## config.mk

```make
export PLATFORM = sky130hd
export DESIGN_NAME = pipelined_add_sub
export DESIGN_NICKNAME = d
export VERILOG_FILES = /design/src/rtl/pipelined_add_sub.sv
export SDC_FILE = /design/constraint.sdc
export NUM_CORES = 1
export LEC_CHECK = 0
export BUFFER_PORTS_ARGS = -buffer_cell sky130_fd_sc_hd__buf_4
export CAP_MARGIN = 20
export CORE_UTILIZATION = 35
export CTS_CLUSTER_DIAMETER = 50
export CTS_CLUSTER_SIZE = 24
export DETAILED_ROUTE_END_ITERATION = 6
export PLACE_DENSITY = 0.64
export REMOVE_ABC_BUFFERS = 1
export SLEW_MARGIN = 15
export SYNTH_ARGS = -nofsm -noshare
export SYNTH_HDL_FRONTEND = slang
export SYNTH_SLANG_ARGS = --single-unit
```

## constraint.sdc

```tcl
create_clock -name clk -period 1.7 [get_ports clk]
set_input_delay 0.255 -clock clk [delete_from_list [all_inputs] [get_ports clk]]
set_output_delay 0.255 -clock clk [all_outputs]
set_load 0.02 [all_outputs]
```

## src/rtl/pipelined_add_sub.sv

```systemverilog
// Pipelined two's-complement adder/subtractor: WIDTH bits split into STAGES chunks,
// one chunk ripple-added per stage with the carry registered between stages.
module pipelined_add_sub #(
  parameter int WIDTH  = 16,
  parameter int STAGES = 4
) (
  input  logic             clk,
  input  logic             rst_n,
  input  logic             in_valid,
  output logic             in_ready,
  input  logic [WIDTH-1:0] in_a,
  input  logic [WIDTH-1:0] in_b,
  input  logic             in_cin,
  input  logic             in_sub,
  output logic             out_valid,
  input  logic             out_ready,
  output logic [WIDTH-1:0] out_sum,
  output logic             out_cout,
  output logic             out_ovf
);
  localparam int CW = WIDTH / STAGES;

  if (WIDTH < 2 || STAGES < 1 || STAGES > WIDTH || (WIDTH % STAGES) != 0) begin : g_bad_params
    $error("pipelined_add_sub: WIDTH (%0d) must be >= 2 and a multiple of STAGES (%0d)",
           WIDTH, STAGES);
  end

  // Same-sign operands giving a different-sign result; equivalent to
  // carry-into-MSB XOR carry-out-of-MSB.
  function automatic logic signed_ovf(input logic a_msb, input logic b_msb,
                                      input logic sum_msb);
    return (a_msb == b_msb) && (sum_msb != a_msb);
  endfunction

  logic adv;

  assign adv      = !out_valid || out_ready;
  assign in_ready = adv;

  for (genvar k = 0; k < STAGES; k++) begin : g_stage
    localparam int REM  = WIDTH - k * CW;  // operand bits not yet consumed
    localparam int DONE = (k + 1) * CW;    // result bits known after this stage

    logic [REM-1:0]  a_rem;
    logic [REM-1:0]  b_rem;
    logic            c_in;
    logic            vld_in;
    logic [CW:0]     chunk;
    logic [DONE-1:0] sum_d;
    logic [DONE-1:0] sum_q;
    logic            carry_q;
    logic            vld_q;

    // Stage input: raw operands for stage 0, previous stage registers otherwise
    if (k == 0) begin : g_src0
      assign a_rem  = in_a;
      assign b_rem  = in_sub ? ~in_b : in_b;
      assign c_in   = in_sub | in_cin;
      assign vld_in = in_valid;
      assign sum_d  = chunk[CW-1:0];
    end else begin : g_srcn
      assign a_rem  = g_stage[k-1].g_mid.a_q;
      assign b_rem  = g_stage[k-1].g_mid.b_q;
      assign c_in   = g_stage[k-1].carry_q;
      assign vld_in = g_stage[k-1].vld_q;
      assign sum_d  = {chunk[CW-1:0], g_stage[k-1].sum_q};
    end

    assign chunk = {1'b0, a_rem[CW-1:0]} + {1'b0, b_rem[CW-1:0]} + {{CW{1'b0}}, c_in};

    always_ff @(posedge clk or negedge rst_n) begin
      if (!rst_n)   vld_q <= 1'b0;
      else if (adv) vld_q <= vld_in;
    end

    // Stage register: partial sum, carry and the operand chunks still to be added
    if (k < STAGES - 1) begin : g_mid
      logic [REM-CW-1:0] a_q;
      logic [REM-CW-1:0] b_q;

      always_ff @(posedge clk) begin
        if (adv) begin
          sum_q   <= sum_d;
          carry_q <= chunk[CW];
          a_q     <= a_rem[REM-1:CW];
          b_q     <= b_rem[REM-1:CW];
        end
      end
    end else begin : g_last
      logic ovf_q;

      always_ff @(posedge clk or negedge rst_n) begin
        if (!rst_n) begin
          sum_q   <= '0;
          carry_q <= 1'b0;
          ovf_q   <= 1'b0;
        end else if (adv) begin
          sum_q   <= sum_d;
          carry_q <= chunk[CW];
          ovf_q   <= signed_ovf(a_rem[REM-1], b_rem[REM-1], chunk[CW-1]);
        end
      end
    end
  end

  assign out_valid = g_stage[STAGES-1].vld_q;
  assign out_sum   = g_stage[STAGES-1].sum_q;
  assign out_cout  = g_stage[STAGES-1].carry_q;
  assign out_ovf   = g_stage[STAGES-1].g_last.ovf_q;

endmodule
```

==> impl_metrics.tcl <==
set metrics [dict create \
    status "finished with violations" \
    violations "negative setup slack" \
    p_leak_nw 1.99 \
    grt_pass1_vias 1880 \
    grt_overflow_total 0 \
    synthSimpleGateAreaFrac 0.0661 \
    top_level_ports 58 \
    synthDominantCellAreaShare 0.589 \
    coreArea_um2 10500 \
    cts_tree "done" \
    tightest_slew_ps 291 \
    die_width_um 106 \
    finClkSkew_ps 10.7 \
    htree_levels 3 \
    max_freq_mhz 569 \
    synth.area.mux_share 0 \
    ant_nets 0 \
    stdcell_count 450 \
    clkLatencyLatePin_ps 360 \
    grt_pass1_wl_mm 8.85 \
    seq_area_um2 2800 \
    ys_seq_elements 97 \
    mappedNetlistArea_um2 3820 \
    min_path_cells 1 \
    drive_above_1_share 0.318 \
    worst_r2r_path_depth 4 \
    fillers 959 \
    crit_fanout 2 \
    yosysTopAreaCell "edfxtp_1" \
    cp.arrival_ps 1880 \
    track_usage 0.105 \
    dp_slack_ps -409 \
    antenna_found_initial 0 \
    antenna_cells 0 \
    critPathSlowestCell "fa_2" \
    critical_path_required_ps 1820 \
    holdWs_ps 64.2 \
    max_stage_delay_ps 440 \
    rsz0062_at_grt "true" \
    worst_slack_ps -56.7 \
    synth-edff-count 75 \
    slew_headroom 0.806 \
    start_kind "register" \
    path_cells "fa_2 > fa_2 > a21o_1 > a21o_1" \
    routabilityCongestion 0.693 \
    ys_types 27 \
    ys_seq_area_frac 0.733 \
    criticalPathCategory "reg -> reg" \
    min_delay_worst_endpoint "g_stage[0].g_mid.a_q[6]" \
    power.density_nw_per_um2 1660 \
    synth-xor-area-share 0.0527 \
    hold_start "in_a[10]" \
    die_h_um 106 \
    synth_area_leaders "edfxtp_1, dfrtp_1, nand2_1, fa_1, xor2_1" \
    async_flop_share 0.227 \
    regToRegEndpoint "g_stage[1].carry_q" \
    crit_path_end_kind "register" \
    area_delta_synth_final_pct 22.7 \
    fin_crit_ps 1760 \
    die_area_um2 11300 \
    wire_per_inst_um 11.9 \
    drtIter0Drc 51 \
    fin_crit_sh 1.03 \
    synth_fa_ha_area_frac 0.0812 \
    synthFlopType "edfxtp_1" \
    row_count 37 \
    port_buffers 57 \
    cts_inserted_buffers 9 \
    dp_hpwl_mm 3.64 \
    maxSlewViolCount 0 \
    setup_viol 2 \
    grt_max_degree 45 \
    irDropWorstVdd_mv 0.550 \
    vias 1870 \
    max_cap_viol_count 0 \
    dp.cells 432 \
    dr.pass1.iters 4 \
    regToRegStartpoint "g_stage[0].g_mid.b_q[0]" \
    drcViolationCount 0 \
    synthCells 236 \
    clkSinkCount 97 \
    regToRegSetupSlack_ps -60 \
    vias_per_cell 4.16 \
    yosysWarnings 0 \
    syn_area_per_cell_um2 16.2 \
    multiInputGateArea_um2 976 \
    synth_top_family_by_area "adder cells" \
    synth_compound_area_frac 0.0445 \
    start_util 0.365 \
    total_power_mw 7.78 \
    min-delay-path-class "in -> reg" \
    finalHoldViolCount 0 \
    cts-root-buf "clkbuf_8" \
    clkTransAtPathRegs_ps 90 \
    nets 367 \
    clock_path_buffers 2 \
    totalWireLength_mm 5.34 \
]
[cells in the final DEF, fill, tap and decap left out]
cell type / count
clkinv_2: 1
a21boi_0: 2
edfxtp_1: 75
xor2_1: 18
a21oi_1: 3
nand3_1: 1
buf_12: 2
a21o_1: 8
o31ai_1: 1
dlygate4sd3_1: 1
a211oi_2: 2
ha_1: 12
inv_1: 4
xnor2_2: 1
a21oi_2: 3
nor2b_1: 1
clkbuf_1: 4
xnor2_1: 4
nor2b_4: 1
o21ai_1: 2
buf_4: 66
inv_4: 1
nor2_2: 1
fa_2: 8
nand2b_1: 2
clkbuf_8: 11
nand2_1: 54
o41ai_2: 1
a21o_2: 1
dfrtp_1: 22
or2_2: 1
[sequential cells by signal (all words and copies together) (netlist names)]
| register | cells |
|---|---|
| out_cout | 1 |
| g_stage.g_mid.b_q | 24 |
| g_stage.g_mid.a_q | 24 |
| out_sum | 16 |
| g_stage.sum_q | 24 |
| out_ovf | 1 |
| out_valid | 1 |
| g_stage.carry_q | 3 |
| g_stage.vld_q | 3 |
[cells in the mapped netlist, types with 2 or more instances]
| cell type | instances |
|---|---|
| ha_1 | 12 |
| fa_1 | 8 |
| edfxtp_1 | 75 |
| buf_6 | 4 |
| a21boi_0 | 2 |
| a211oi_1 | 2 |
| inv_1 | 4 |
| nand2b_1 | 2 |
| a21o_1 | 8 |
| a21oi_1 | 4 |
| xnor2_1 | 5 |
| a21oi_2 | 2 |
| buf_4 | 2 |
| nand2_1 | 54 |
| o21ai_0 | 2 |
| xor2_1 | 18 |
| dfrtp_1 | 22 |
[stage by stage]
stage | utilization | TNS (ps) | cell area, µm²
after floorplan | - | -37390 | 3760
final | 0.448 | -93.0 | 4690
after global routing | 0.448 | -258 | 4690
after global placement | 0.426 | -1410 | 4460
after CTS | 0.445 | -139 | 4660
after detailed placement | 0.426 | -1500 | 4460
[routing by layer]
metal  vias to the layer above  wire (µm)  track usage
met1                       843       2470        0.129
met2                        45       2440        0.158
li1                        968          -            -
met3                        14        234       0.0251
met5                         -          0            0
met4                         0        195       0.0851
[power by group]
group	internal, mW	switching [mW]	total, mW
Clock	0.613	0.706	1.32
Sequential	3.69	0.341	4.03
Combinational	1.11	1.32	2.43
Total	5.41	2.36	7.78
[critical path: cells and delay by family, from the launching register on]
family | cells | cell delay [ps]
adder cells (fa/ha/maj) | 2 | 790
flip-flops | 1 | 410
AO/OA/AOI/OAI | 2 | 330
[repair_timing]
item	4_1_cts	5_1_grt
pin swaps	2	2
buffers inserted	1	0
endpoints found under the hold margin	22	0
hold buffers	1	0
gates resized for setup	6	9
endpoints found under the setup margin	5	8
[worst max path at each step]
| stage | startpoint | endpoint | slack [ps] | cells after the start |
|---|---|---|---|---|
| final | g_stage[0].g_mid.b_q[0] | g_stage[1].carry_q | -60 | 4 |
| after CTS | g_stage[0].g_mid.b_q[0] | g_stage[1].carry_q | -80 | 4 |
| after global placement | in_sub | g_stage[0].carry_q | -400 | 6 |
| after global routing | g_stage[0].g_mid.b_q[0] | g_stage[1].carry_q | -110 | 4 |
| after floorplan | out_valid | g_stage[0].carry_q | -420 | 2 |
| after detailed placement | in_sub | g_stage[0].carry_q | -410 | 6 |
[area by class of cell]
| class | count | area share |
|---|---|---|
| repair buffers | 69 | 0.116 |
| inverters | 5 | 0.00454 |
| well taps | 136 | 0.0363 |
| flip-flops and latches | 97 | 0.598 |
| clock buffers | 15 | 0.0355 |
| multi-input cells | 127 | 0.208 |
| clock inverters | 1 | 0.00107 |
[kinds of logic after synthesis]
kind of cell | after synthesis
buf+inv | 12
xor+xnor | 23
fa+ha+maj | 20
flops | 97
simple gates | 61
compound gates | 23
No activity file was read; power rests on OpenSTA's default activity.
